**src/rtl/iot_frame_sched.sv**
```systemverilog
// iot_frame_sched: packs a byte stream into 128-bit frames and issues FRAMES frames per round.
// Ports: clk, rst (async, active-low); source side in_en/iot_in/busy; fn_sel latched per round
// as fn_cur; filter side frame_vld/frame_rdy/frame_data/frame_idx/last_frame; round_done pulse.
// Optional IOT_FRAME_SCHED_DBLBUF_EN: second assembly buffer keeps bytes flowing during issue.
module iot_frame_sched #(
   parameter int FRAMES = 96
) (
   input  logic         clk,
   input  logic         rst,
   input  logic         in_en,
   input  logic [7:0]   iot_in,
   input  logic [2:0]   fn_sel,
   input  logic         frame_rdy,
   output logic         busy,
   output logic         frame_vld,
   output logic [127:0] frame_data,
   output logic [7:0]   frame_idx,
   output logic         last_frame,
   output logic [2:0]   fn_cur,
   output logic         round_done
);

   typedef enum logic [1:0] {IDLE, COLLECT, ISSUE, DONE} state_t;

   localparam logic [7:0] LAST = 8'(FRAMES - 1);

   state_t       state;
   state_t       state_nxt;
   logic [127:0] buf_a;
   logic [4:0]   cnt;
   logic [127:0] data_q;
   logic [7:0]   idx;
   logic [2:0]   fn_q;
   logic         take;
   logic         xfer;
   logic         is_last;
   logic [127:0] a_ins;

`ifdef IOT_FRAME_SCHED_DBLBUF_EN
   logic [127:0] buf_b;
   logic [4:0]   cnt_b;
   logic [127:0] b_nx;
   logic [4:0]   b_nx_cnt;
`endif

   // Byte n of a frame lands in lane n, counted from the top byte down.
   function automatic logic [127:0] put(
      input logic [127:0] b,
      input logic [4:0]   n,
      input logic [7:0]   d
   );
      logic [127:0] r;
      r = b;
      for (int i = 0; i < 16; i++)
         if (n == 5'(i)) r[8*(15-i) +: 8] = d;
      return r;
   endfunction

   assign take    = in_en && !busy;
   assign xfer    = (state == ISSUE) && frame_rdy;
   assign is_last = (idx == LAST);
   assign a_ins   = put(buf_a, cnt, iot_in);

`ifdef IOT_FRAME_SCHED_DBLBUF_EN
   assign b_nx     = take ? put(buf_b, cnt_b, iot_in) : buf_b;
   assign b_nx_cnt = take ? cnt_b + 5'd1 : cnt_b;
   // While the last frame of a round is out, hold off bytes of the next round.
   assign busy = (state == DONE)
              || ((state == ISSUE) && ((cnt_b == 5'd16) || is_last));
`else
   assign busy = (state == ISSUE) || (state == DONE);
`endif

   assign frame_vld  = (state == ISSUE);
   assign frame_data = data_q;
   assign frame_idx  = idx;
   assign last_frame = frame_vld && is_last;
   assign fn_cur     = fn_q;
   assign round_done = (state == DONE);

   always_ff @(posedge clk or negedge rst) begin
      if (!rst) state <= IDLE;
      else      state <= state_nxt;
   end

   always_comb begin
      state_nxt = state;
      unique case (state)
         IDLE:    if (take) state_nxt = COLLECT;
         COLLECT: if (take && (cnt == 5'd15)) state_nxt = ISSUE;
         ISSUE: begin
            if (xfer) begin
               if (is_last)
                  state_nxt = DONE;
`ifdef IOT_FRAME_SCHED_DBLBUF_EN
               else if (b_nx_cnt != 5'd16)
                  state_nxt = COLLECT;
`else
               else
                  state_nxt = COLLECT;
`endif
            end
         end
         DONE:    state_nxt = IDLE;
      endcase
   end

   always_ff @(posedge clk or negedge rst) begin
      if (!rst) begin
         buf_a  <= '0;
         cnt    <= '0;
         data_q <= '0;
         idx    <= '0;
         fn_q   <= '0;
`ifdef IOT_FRAME_SCHED_DBLBUF_EN
         buf_b  <= '0;
         cnt_b  <= '0;
`endif
      end else begin
         unique case (state)
            IDLE: begin
               if (take) begin
                  fn_q  <= fn_sel;
                  buf_a <= a_ins;
                  cnt   <= 5'd1;
               end
            end
            COLLECT: begin
               if (take) begin
                  if (cnt == 5'd15) begin
                     data_q <= a_ins;
                     cnt    <= '0;
                  end else begin
                     buf_a <= a_ins;
                     cnt   <= cnt + 5'd1;
                  end
               end
            end
            ISSUE: begin
`ifdef IOT_FRAME_SCHED_DBLBUF_EN
               if (xfer && !is_last) begin
                  idx   <= idx + 8'd1;
                  cnt_b <= '0;
                  // A full second buffer goes straight out; a partial one
                  // becomes the primary assembly buffer.
                  if (b_nx_cnt == 5'd16) begin
                     data_q <= b_nx;
                  end else begin
                     buf_a <= b_nx;
                     cnt   <= b_nx_cnt;
                  end
               end else begin
                  buf_b <= b_nx;
                  cnt_b <= b_nx_cnt;
               end
`else
               if (xfer && !is_last) idx <= idx + 8'd1;
`endif
            end
            DONE: idx <= '0;
         endcase
      end
   end

endmodule
```
**config.mk**
```make
export PLATFORM = sky130hd
export DESIGN_NAME = iot_frame_sched
export DESIGN_NICKNAME = d
export VERILOG_FILES = /design/src/rtl/iot_frame_sched.sv
export SDC_FILE = /design/constraint.sdc
export NUM_CORES = 1
export LEC_CHECK = 0
export CAP_MARGIN = 20
export CORE_ASPECT_RATIO = 0.5
export CORE_MARGIN = 2
export CORE_UTILIZATION = 57
export CTS_BUF_LIST = sky130_fd_sc_hd__clkbuf_8
export CTS_CLUSTER_DIAMETER = 30
export CTS_CLUSTER_SIZE = 25
export DETAILED_ROUTE_END_ITERATION = 12
export HOLD_SLACK_MARGIN = 0.05
export PLACE_DENSITY_LB_ADDON = 0.2
export SYNTH_ARGS = -nofsm -noshare
export SYNTH_HDL_FRONTEND = slang
export SYNTH_SLANG_ARGS = --single-unit
```
**constraint.sdc**
```tcl
create_clock -name clk -period 2.1 [get_ports clk]
set_input_delay 0.63 -clock clk [delete_from_list [all_inputs] [get_ports clk]]
set_output_delay 0.63 -clock clk [all_outputs]
set_load 0.01 [all_outputs]
```
# After elaboration in Yosys (flattened, before gate mapping)
# Index checks and enable logic that the tools add are counted.
# op_classes
add_sub_neg,2
eq_ne,25
n_mux,31
reduce_logical,18
# ops
op,count
$mux 128,3
$pmux 128 s2,1
$mux 8,17
$eq 5x4->1 const B,8
$eq 5x3->1 const B,4
$pmux 8 s2,1
$mux 5,3
$eq 5x2->1 const B,2
$pmux 5 s2,1
$reduce_and 3->1,3
$add 8x1->8 const B,1
$eq 8x7->1 const B,1
$mux 2,4
$ne 2x2->1 const B,4
$pmux 2 s4,1
$add 5x1->5 const B,1
$eq 5x1->1 const B,1
$logic_and 1x1->1,5
$logic_not 5->1,1
$eq 2x2->1 const B,2
$ne 2x1->1 const B,2
$reduce_and 2->1,2
$reduce_and 4->1,1
$reduce_bool 2->1,2
other kinds (4),5
# totals
reg_bits,274
inputBits,15
output_inout_bits,143

# Longest topological paths before layout
# Gate-level depths: netlist of the first run.
# logic_depth
depth_word,7
mapped_depth,8
depth_no_buf,6

# Least setup slack after synthesis of the first run
# Ideal clock, no wire load.
# synth_timing
path_type,input-to-reg
startpoint,input port in_en
endpoint,register data_q[0] (netlist: frame_data[0])
setup_time_ns,0.125
arrival_ns,1.634
t_required_ns,1.975
setup_slack_ns,0.341
path_stages,6
n_path_buf,3
path_cell_list,nor2b_1 > buf_4 > nand3_2 > buf_6 > buf_6 > mux2_4
# synth_between
elab_chain_cells,2
# synth_lines
item,line,source
start: declaration,10,"input logic in_en,"
$logic_and 1x1->1,59,assign take = in_en && !busy;
$reduce_and 3->1 (no source line),-,
end signal: assignment,131,data_q <= a_ins;
end: declaration,31,logic [127:0] data_q;
# No other way between the ends.
# A chain may end at the register's enable or synchronous reset.

# Worst setup path after layout of the first run
# layout_timing
startpoint,register idx[0] (netlist: frame_idx[0])
endpoint,output port last_frame
# layout_between
elab_chain_cells,2
# layout_lines
item,line,source
start: declaration,32,logic [7:0] idx;
start signal: assignment,157,if (xfer && !is_last) idx <= idx + 8'd1;
$eq 8x7->1,61,assign is_last = (idx == LAST);
$logic_and 1x1->1,77,assign last_frame = frame_vld && is_last;
end: declaration,18,"output logic last_frame,"
# No other way between the ends.

==> summary.md, run 1 <==
| Metric | Value |
|---|---|
| Clk root buf | `clkbuf_8` |
| Hold worst-path end | `frame_data[53]` |
| Reg2Reg Depth | `6` |
| Worst skew pair latency | `between 0.5 and 0.6 ns` |
| RSZ-0062 raised after global routing | `true` |
| Via count | `around 7700` |
| Critical Path AT | `between 1.5 and 2 ns` |
| Final worst-path cycle share | `104%` |
| Crit path kind | `flip-flop to output port` |
| Leak | `~7.7 nW` |
| Final setup fails | `1` |
| Failing checks | `setup timing` |
| Diodes inserted | `0` |
| Slowest stage delay, CP | `about 0.4 ns` |
| Number of flops mapped to enable cells by yosys | `0` |
| Uppermost layer routed | `met4` |
| Die X | `~210 um` |
| Total track usage | `24.9%` |
| H-tree depth | `2` |
| F_max | `approximately 0.46 GHz` |
| Most frequent cell after synthesis | `dfrtp_1` |
| First-pass GRT wire length | `42300 um` |
| CP startpoint kind | `flip-flop` |
| Worst path slowest cell | `dfrtp_1` |
| DIE HEIGHT | `105 um` |
| Dominant cells by area after synthesis | `dfrtp_1 57%, mux2i_1 11%, mux2_2 8.7%` |
| CTS tree | `done` |
| Clock transition at path regs | `0.08 ns` |
| Cell depth of the worst min-delay path | `2` |
| Synth warnings | `0` |
| Clk sink count | `~270` |
| Required @ worst endpoint | `~1.5 ns` |
| Layout cell share with drive strength beyond 1 | `between 20% and 30%` |
| Max Fanout on Critical Path | `2` |
| Post-synthesis net count | `954` |
| Placed insts | `between 1000 and 1500` |
| Yosys top cell area share | `57.3%` |
| Io pins | `between 150 and 200` |
| Power density cells | `about 1300 mW/mm^2` |
| Worst flop-to-flop path endpoint | `buf_a[109]` |
| Setup TNS | `-0.0740 ns` |
| MaxCap Viol Count | `0` |
| Met2 WL | `~13000 um` |
| Final Hold Viols | `0` |
| Worst R2R Setup Slack | `approximately 0.10 ns` |
| Final Util | `about three quarters` |
| Hold Path Origin | `frame_data[53]` |
| Clock Skews | `~0.036 ns` |
| DP Wirelength | `~17000 um` |
| Asr flop ratio synth | `100%` |
| M1 wire length | `approximately 12000 um` |
| IO buf count | `~160` |
| Flops & latches, synth | `about 270` |
| Final nets | `1142` |
| Die ar. | `about 0.022 sq mm` |
| Most frequent cells after synthesis | `266 x dfrtp_1, 131 x nand2_1, 122 x mux2i_1` |
| Prevailing post-synth register cell | `dfrtp_1` |
| Seq/Total Area, Yosys | `between 50% and 60%` |
| Slew at the pin closest to its max-slew limit | `~0.5 ns` |
| Final Max Tran Viols | `0` |
| DR vias/cell | `~5.5` |
| Drt wl/cell | `approximately 18 um` |
| Synthesis-to-layout area growth | `27.6%` |
| Clk buf depth | `3` |
| Fin crit period | `2.17 ns` |
| Initial core utilization | `between 50% and 60%` |
| Wirelength, routed | `~26000 um` |
| Cell variety after synth | `46` |
| Worst Path Buf+Inv | `1` |
| Largest net degree at the start of global routing | `approximately 70` |
| HP Class | `flip-flop to flip-flop` |
| Maximum vdd drop | `0.807 mV` |
| Worst setup margin | `-0.0740 ns` |
| CTS buffer count | `34` |
| Grt total ovfl | `0` |
| Area of the core | `0.0197 sq mm` |
| Cell accounting for the most synthesized area | `dfrtp_1` |
| Met3 WL | `~970 um` |
| Crit-path cells | `ha_4 -> and4_4 -> and3_4 -> buf_6` |
| GP Congestion | `0.808` |
| Mapped Cells | `just over 900` |
| CP top delay family | `flip-flops` |
| Slew HR | `between 60% and 70%` |
| Final Non-Filler Cells | `approximately 1400` |
| Detail Route Antenna Nets | `0` |
| Endpoint class of the critical path | `output port` |
| Drt pass-1 iters | `4` |
| Cell area after synthesis | `around 0.012 sq mm` |
| Num rows | `36` |
| Initial antenna violation count | `0` |
| Starting DRT DRC Count | `480` |
| DRC | `0` |
| Status | `complete, but fails checks` |
| R2r startpoint | `cnt[0]` |
| Syn avg cell area | `between 10 and 15 sq um` |
| Number of global-route vias before repair | `between 7000 and 8000` |
-- power by group --
group,total (mW),internal (mW),switching [mW]
combinational,6.80,3.76,3.04
sequential,8.29,7.15,1.14
clock,4.20,2.08,2.12
total,19.3,13.0,6.31
-- worst reg2reg max path, cell delays in order, from the launching register on --
cell and delay (ns):
dfrtp_1 0.43, inv_1 0.15, ha_1 0.27, nor4b_2 0.40, buf_12 0.20, nand2_4 0.10
mux2_1 0.33
-- kinds of logic after synthesis --
kind of cell | synth area share (%)
flops | 57.3
mux | 23.7
simple gates | 8.22
compound gates | 6.36
buf+inv | 3.66
fa+ha+maj | 0.538
xor+xnor | 0.226
-- cell type report --
cell class	instances	area, sq um
flip-flops and latches	266	6660
clock inverters	21	226
clock buffers	39	537
inverters	6	22.5
multi-input cells	587	4620
fillers	1333	4890
repair buffers	227	2440
well taps	266	333
-- per-layer routing --
layer  vias to the layer above  track usage (%)
met5                         -                0
met4                         0             5.61
met3                        40             4.18
met2                       131             41.0
met1                      3920             34.7
li1                       3633                -
-- cells in the final DEF, fill, tap and decap left out, drive strengths merged, types with 3 or more instances in the layout --
cell type	n
dfrtp	266
nand2	143
mux2	131
o21ai	128
mux2i	122
buf	71
clkdlybuf4s50	69
dlymetal6s2s	56
clkbuf	40
dlygate4sd2	29
inv	15
nor2	8
clkinv	8
ha	5
nor4b	4
nand4b	4
nand3	4
and4bb	3
nand4	3
a211oi	3
nor4bb	3
-- repair_timing --
action / in CTS / in global routing
buffers inserted: 3 / 1
pin swaps: 2 / 1
resized for setup: 37 / 66
hold buffers: 1 / 0
endpoints found under the setup margin: 31 / 113
endpoints found under the hold margin: 18 / 0
-- sequential cells by signal, indices dropped and copies added, names as in the netlist --
signal	cells
frame_idx	8
cnt	5
state	2
fn_cur	3
buf_a	120
frame_data	128
-- through the flow --
step / setup slack (ns) / area [sq um] / power [mW] / hold WS, ns
2_1_floorplan: 0.341 / 11600 / 12.1 / 0.334
3_3_place_gp: -0.130 / 13900 / 15.0 / 0.465
3_5_place_dp: -0.161 / 13900 / 15.4 / 0.470
4_1_cts: -0.0978 / 14600 / 19.5 / 0.487
5_1_grt: -0.138 / 14800 / 20.5 / 0.507
6_report: -0.0740 / 14800 / 19.3 / 0.485
-- worst max-delay path by stage --
stage                       from             to  slack [ns]  cells after the start
CTS                 frame_idx[0]     last_frame        -0.1                      4
detailed placement         in_en       buf_a[9]       -0.16                      5
finish              frame_idx[0]     last_frame       -0.07                      4
global placement           in_en      buf_a[11]       -0.13                      5
global route        frame_idx[0]     last_frame       -0.14                      4
floorplan                  in_en  frame_data[0]        0.34                      6
Note: power is estimated with default switching activity, not from simulation.
==> inputs of run 2 (changes only) <==
GPL_TIMING_DRIVEN = 0   (was not set)
SETUP_SLACK_MARGIN = 0.1   (was not set)
==> summary.md, run 2 (same netlist as run 1, synthesis figures left out) <==
| Metric | Value |
|---|---|
| Die X | `206 um (unchanged)` |
| Starting DRT DRC Count | `563 (was 480)` |
| Fin crit period | `2.18 ns (was 2.17 ns)` |
| MaxCap Viol Count | `0 (unchanged)` |
| DIE HEIGHT | `105 um (unchanged)` |
| Num rows | `36 (unchanged)` |
| Slowest stage delay, CP | `0.36 ns (was 0.40 ns)` |
| GP Congestion | `0.833 (was 0.808)` |
| Commonest non-fill, non-tap cell in the layout | `dfrtp_1 (unchanged)` |
| Synthesis-to-layout area growth | `26.8% (was 27.6%)` |
| Cell depth of the worst min-delay path | `2 (unchanged)` |
| Drt wl/cell | `20.2 um (was 18.4 um)` |
| Hold Path Origin | `in_en (was frame_data[53])` |
| Worst skew pair latency | `0.52 ns (was 0.54 ns)` |
| DRC | `0 (unchanged)` |
| Worst setup margin | `-0.0815 ns (was -0.0740 ns)` |
| Largest register FFs | `128 (unchanged)` |
| Leak | `7.27 nW (was 7.68 nW)` |
| Gr busiest metal | `met2 (unchanged)` |
| Worst R2R Setup Slack | `0.15 ns (was 0.10 ns)` |
| Via count | `8165 (was 7724)` |
| Failing checks | `setup timing (unchanged)` |
| DR vias/cell | `5.60 (was 5.47)` |
| IO buf count | `157 (unchanged)` |
| M1 GR Usage | `38.8% (was 34.7%)` |
| Area of the core | `0.0197 sq mm (unchanged)` |
| M3 GR Usage | `5.49% (was 4.18%)` |
| Clock Skews | `0.0174 ns (was 0.0362 ns)` |
| CTS tree | `done (unchanged)` |
| Worst flop-to-flop path endpoint | `frame_data[32] (was buf_a[109])` |
| Slew HR | `39.9% (was 67.1%)` |
| Drt pass-1 iters | `4 (unchanged)` |
| Required @ worst endpoint | `1.47 ns (about the same)` |
| Maximum vdd drop | `0.684 mV (was 0.807 mV)` |
| Setup TNS | `-0.0815 ns (was -0.0740 ns)` |
| Status | `complete, but fails checks (unchanged)` |
| Crit path kind | `flip-flop to output port (unchanged)` |
| Diodes inserted | `0 (unchanged)` |
| F_max | `0.458 GHz (was 0.460 GHz)` |
| CP top delay family | `simple AND/OR/NAND/NOR gates (was flip-flops)` |
| Final setup fails | `1 (unchanged)` |
| Slew at the pin closest to its max-slew limit | `0.901 ns (was 0.493 ns)` |
| Final Hold Viols | `0 (unchanged)` |
| Worst path slowest cell | `dfrtp_1 (unchanged)` |
| RSZ-0062 raised after global routing | `true (unchanged)` |
| Clock transition at path regs | `0.07 ns (was 0.08 ns)` |
| Final worst-path cycle share | `104% (about the same)` |
| Met2 GRT Util | `46.7% (was 41.0%)` |
| Total track usage | `28.2% (was 24.9%)` |
| Detail Route Antenna Nets | `0 (unchanged)` |
| R2r startpoint | `cnt[1] (was cnt[0])` |
| Max Fanout on Critical Path | `2 (unchanged)` |
| Layout cell share with drive strength beyond 1 | `25.5% (was 23.9%)` |
| Commonest cells after routing, fill and taps aside | `260 x dfrtp_1, 139 x dlygate4sd2_1, 130 x nand2_1 (was 266 x dfrtp_1, 130 x nand2_1, 122 x mux2i_1)` |
| Critical Path AT | `1.55 ns (was 1.54 ns)` |
| CTS buffer count | `35 (was 34)` |
| DP Wirelength | `19100 um (was 17100 um)` |
| CP startpoint kind | `flip-flop (unchanged)` |
| Clk buf depth | `3 (unchanged)` |
| Reg2Reg Depth | `8 (was 6)` |
| HP Class | `input pin to flip-flop (was flip-flop to flip-flop)` |
| Crit-path cells | `ha_2 -> and4_4 -> and3_4 -> buf_6 (was ha_4 -> and4_4 -> and3_4 -> buf_6)` |
| Initial core utilization | `58.9% (unchanged)` |
| Number of global-route vias before repair | `8585 (was 7926)` |
| Initial antenna violation count | `0 (unchanged)` |
| Die ar. | `0.0216 sq mm (unchanged)` |
| Setup WS pre-CTS | `-0.647 ns (was -0.161 ns)` |
| Endpoint class of the critical path | `output port (unchanged)` |
| Clk sink count | `266 (unchanged)` |
| Final nets | `1189 (was 1142)` |
| Wirelength, routed | `29400 um (was 26000 um)` |
| Clk root buf | `clkbuf_8 (unchanged)` |
| H-tree depth | `2 (unchanged)` |
| Final Max Tran Viols | `0 (unchanged)` |
| Grt total ovfl | `0 (unchanged)` |
| Largest net degree at the start of global routing | `131 (was 71)` |
| Worst Path Buf+Inv | `1 (unchanged)` |
| Power density cells | `1300 mW/mm^2 (about the same)` |
| Io pins | `158 (unchanged)` |
| First-pass GRT wire length | `47100 um (was 42300 um)` |
| Hold worst-path end | `state[0] (was frame_data[53])` |
[run 2: how the worst max path moves through the flow]
stage                             from              end  slack, ns  depth (start not counted)
after floorplan                  in_en    frame_data[0]       0.34                          6
after global placement             rst  frame_data[117]     -10.40                          1
after detailed placement         in_en   frame_data[32]      -0.65                          9
after CTS                 frame_idx[1]       last_frame      -0.05                          4
after global routing      frame_idx[1]       last_frame      -0.14                          4
final                     frame_idx[1]       last_frame      -0.08                          4
[run 2: stage by stage]
stage	cells	power, mW	instance area [sq um]	hold WS, ns	utilization (%)
6_report	1458	19.2	14700	0.476	74.7
5_1_grt	1458	20.3	14700	0.469	74.7
4_1_cts	1440	19.0	14500	0.0225	73.4
3_5_place_dp	1359	15.2	13600	0.474	68.9
3_3_place_gp	1357	14.9	13500	0.464	68.6
2_1_floorplan	934	12.1	11600	0.334	-
[run 2: metal layers]
layer | vias up | routed length [um]
li1 | 3727 | -
met1 | 4168 | 12900
met2 | 223 | 14500
met3 | 47 | 1590
met4 | 0 | 511
met5 | - | 0
[run 2: power breakdown]
group          total (mW)  internal, mW  switching, mW
registers            8.30          7.16           1.15
logic                6.59          3.41           3.18
clock network        4.29          2.25           2.04
[run 2: final cells by class]
type | count | area (sq um)
buffer | 75 | 484
clock buffer | 42 | 578
clock inverter | 18 | 198
fill | 1377 | 4990
inverter | 6 | 27.5
multi-input combinational | 587 | 4670
sequential | 266 | 6660
tap | 266 | 333
timing repair buffer | 198 | 1780
[run 2: what timing repair did]
action / in CTS / in global routing
buffers inserted: 21 / 15
cloned: 0 / 1
setup endpoints to repair: 290 / 231
resized for setup: 189 / 40
pin swaps: 9 / 6
endpoints found under the hold margin: 51 / 38
[run 2: worst reg2reg max path, stage by stage, from the launching register on]
cell	delay [ns]
dfrtp_2	0.44
ha_4	0.20
and4b_2	0.30
nand3_4	0.14
buf_12	0.20
buf_8	0.16
buf_4	0.19
nand2_1	0.08
o21ai_0	0.09
==> inputs of run 3 (changes only) <==
--- a/config.mk
+++ b/config.mk
@@ -8,5 +8,5 @@
 export CAP_MARGIN = 20
 export CORE_ASPECT_RATIO = 0.5
-export CORE_MARGIN = 2
+export CORE_MARGIN = 4
 export CORE_UTILIZATION = 57
 export CTS_BUF_LIST = sky130_fd_sc_hd__clkbuf_8
==> constraint.sdc (replaced) <==
create_clock -name clk -period 2.1 [get_ports clk]
set_input_delay 0.525 -clock clk [delete_from_list [all_inputs] [get_ports clk]]
set_output_delay 0.525 -clock clk [all_outputs]
set_load 0.01 [all_outputs]
==> summary.md, run 3 (same netlist as run 1, synthesis figures left out) <==
| Metric | Value |
|---|---|
| Status | `finished, final reports clean (was complete, but fails checks)` |
| Net Switching | `6.40 mW (was 6.37 mW)` |
| Worst flop-to-flop path endpoint | `frame_data[53] (was frame_data[32])` |
| Synthesis-to-layout area growth | `28.9% (was 26.8%)` |
| Num rows | `36 (unchanged)` |
| CTS tree | `done (unchanged)` |
| First-pass GRT wire length | `45800 um (was 47100 um)` |
| Setup TNS | `0 ns (was -0.0815 ns)` |
| Power density cells | `1330 mW/mm^2 (was 1300 mW/mm^2)` |
| Clock Skews | `0.0144 ns (was 0.0174 ns)` |
| Largest register FFs | `128 (unchanged)` |
| Die X | `210 um (was 206 um)` |
| Hold Path Origin | `frame_data[36] (was in_en)` |
| Grt total ovfl | `0 (unchanged)` |
| Drt pass-1 iters | `5 (was 4)` |
| Slowest stage delay, CP | `0.37 ns (was 0.36 ns)` |
| R2r startpoint | `state[1] (was cnt[1])` |
| GP Congestion | `0.843 (was 0.833)` |
| Setup crit end | `last_frame (unchanged)` |
| H-tree depth | `2 (unchanged)` |
| Maximum vdd drop | `0.771 mV (was 0.684 mV)` |
| Fin crit period | `2.10 ns (was 2.18 ns)` |
| Leak | `7.47 nW (was 7.27 nW)` |
| Number of global-route vias before repair | `8442 (was 8585)` |
| Initial antenna violation count | `0 (unchanged)` |
| MaxCap Viol Count | `0 (unchanged)` |
| Diodes inserted | `0 (unchanged)` |
| Clk root buf | `clkbuf_8 (unchanged)` |
| Largest net degree at the start of global routing | `103 (was 131)` |
| CP startpoint kind | `flip-flop (unchanged)` |
| Internal | `13.5 mW (was 12.8 mW)` |
| Clk sink count | `266 (unchanged)` |
| Die ar. | `0.0229 sq mm (was 0.0216 sq mm)` |
| Final nets | `1187 (was 1189)` |
| DR vias/cell | `5.61 (was 5.60)` |
| IO buf count | `157 (unchanged)` |
| Max Fanout on Critical Path | `2 (unchanged)` |
| Worst setup startpoint | `frame_idx[0] (was frame_idx[1])` |
| Commonest non-fill, non-tap cell in the layout | `dfrtp_1 (unchanged)` |
| Worst R2R Setup Slack | `0.07 ns (was 0.15 ns)` |
| Initial core utilization | `58.9% (unchanged)` |
| Cell depth of the worst min-delay path | `2 (unchanged)` |
| Slew HR | `41.0% (was 39.9%)` |
| Worst skew pair latency | `0.53 ns (was 0.52 ns)` |
| Sequential share of power | `41.9% (was 43.3%)` |
| Final Max Tran Viols | `0 (unchanged)` |
| F_max | `0.477 GHz (was 0.458 GHz)` |
| Sw Ratio | `32.1% (was 33.2%)` |
| Drt wl/cell | `20.7 um (was 20.2 um)` |
| Endpoint class of the critical path | `output port (unchanged)` |
| Clock Power Share | `22.9% (was 22.4%)` |
| Detail Route Antenna Nets | `0 (unchanged)` |
| Critical Path AT | `1.57 ns (was 1.55 ns)` |
| Crit-path cells | `ha_2 -> and4_4 -> and3_4 -> buf_6 (unchanged)` |
| Final setup fails | `0 (was 1)` |
| Crit path kind | `flip-flop to output port (unchanged)` |
| Worst path slowest cell | `dfrtp_1 (unchanged)` |
| Slew at the pin closest to its max-slew limit | `0.885 ns (was 0.901 ns)` |
| DIE HEIGHT | `109 um (was 105 um)` |
| RSZ-0062 raised after global routing | `true (unchanged)` |
| Gate power share | `35.2% (was 34.3%)` |
| Layout cell share with drive strength beyond 1 | `24.7% (was 25.5%)` |
| Hold slack | `0.485 ns (was 0.476 ns)` |
| Clock transition at path regs | `0.08 ns (was 0.07 ns)` |
| Wirelength, routed | `30100 um (was 29400 um)` |
| Starting DRT DRC Count | `594 (was 563)` |
| DP Wirelength | `19500 um (was 19100 um)` |
| CTS buffer count | `36 (was 35)` |
| Commonest cells after routing, fill and taps aside | `260 x dfrtp_1, 130 x nand2_1, 122 x mux2i_1 (was 260 x dfrtp_1, 139 x dlygate4sd2_1, 130 x nand2_1)` |
| Total track usage | `25.8% (was 28.2%)` |
| DRC | `0 (unchanged)` |
| Final worst-path cycle share | `99.9% (was 104%)` |
| Io pins | `158 (unchanged)` |
| Clk buf depth | `3 (unchanged)` |
| Reg2Reg Depth | `9 (was 8)` |
| Area of the core | `0.0197 sq mm (unchanged)` |
| Final Hold Viols | `0 (unchanged)` |
| Via count | `8179 (was 8165)` |
| HP Class | `flip-flop to flip-flop (was input pin to flip-flop)` |
| Required @ worst endpoint | `1.57 ns (was 1.47 ns)` |
[run 3: cell types whose count changed in the layout (fill, tap and decap cells not counted), moves of 3 or more]
cell / before / now
inv_6: 4 / 1
clkinvlp_4: 3 / 6
clkdlybuf4s50_1: 12 / 81
clkbuf_2: 7 / 2
clkbuf_1: 32 / 36
dlymetal6s2s_1: 1 / 40
dlygate4sd2_1: 139 / 31
[run 3: repair_timing]
action / in CTS / in global routing
buffers inserted: 17 / 17
pin swaps: 6 / 8
hold buffers: 1 / 0
resized for setup: 82 / 58
endpoints found under the hold margin: 84 / 0
endpoints found under the setup margin: 174 / 349
cloned: 0 / 1
[run 3: per-stage QoR]
step / cell area [sq um] / instances / power (mW) / util (%) / setup WS [ns]
6_report: 15000 / 1458 / 19.9 / 75.9 / 0.00250
3_5_place_dp: 13600 / 1359 / 15.2 / 68.9 / -0.576
3_3_place_gp: 13500 / 1357 / 14.9 / 68.6 / -10.38
4_1_cts: 14700 / 1440 / 19.8 / 74.3 / -0.00604
5_1_grt: 15000 / 1458 / 21.0 / 75.9 / -0.0526
2_1_floorplan: 11600 / 934 / 12.1 / - / 0.393
[run 3: worst min-delay path by stage]
stage / endpoint / slack (ns)
after floorplan: buf_a[100] / 0.23
after global placement: frame_data[104] / 0.47
after detailed placement: frame_data[30] / 0.47
after CTS: frame_data[30] / 0.49
after global routing: buf_a[113] / 0.51
final: frame_data[36] / 0.48
[run 3: worst max-delay path: cells and delay by family, from the launching register on]
kind | cells | cell delay, ns
DFF | 1 | 0.37
and+or+nand+nor | 2 | 0.38
buffers and inverters | 1 | 0.09
adders and majority gates | 1 | 0.20
[run 3: routing by layer]
| layer | vias to the layer above | share of wire, % | global-route usage (%) |
|---|---|---|---|
| met5 | - | 0 | 0 |
| met3 | 54 | 5.7 | 4.83 |
| met2 | 232 | 49 | 43.9 |
| met4 | 0 | 1.8 | 6.14 |
| li1 | 3725 | - | - |
| met1 | 4168 | 44 | 35.1 |
[run 3: power groups by stage]
stage	clock [mW]	combinational [mW]	sequential [mW]
global route	4.83	7.60	8.57
detailed placement	0	6.81	8.41
finish	4.56	7.01	8.35
global placement	0	6.61	8.31
floorplan	0	3.53	8.54
CTS	4.61	6.91	8.33
[run 3: final cells by class]
type / instances / area (sq um)
fill: 1266 / 4750
timing repair buffer: 195 / 2010
multi-input combinational: 587 / 4640
clock buffer: 43 / 592
buffer: 75 / 472
tap: 266 / 333
sequential: 266 / 6660
clock inverter: 20 / 245
inverter: 6 / 22.5
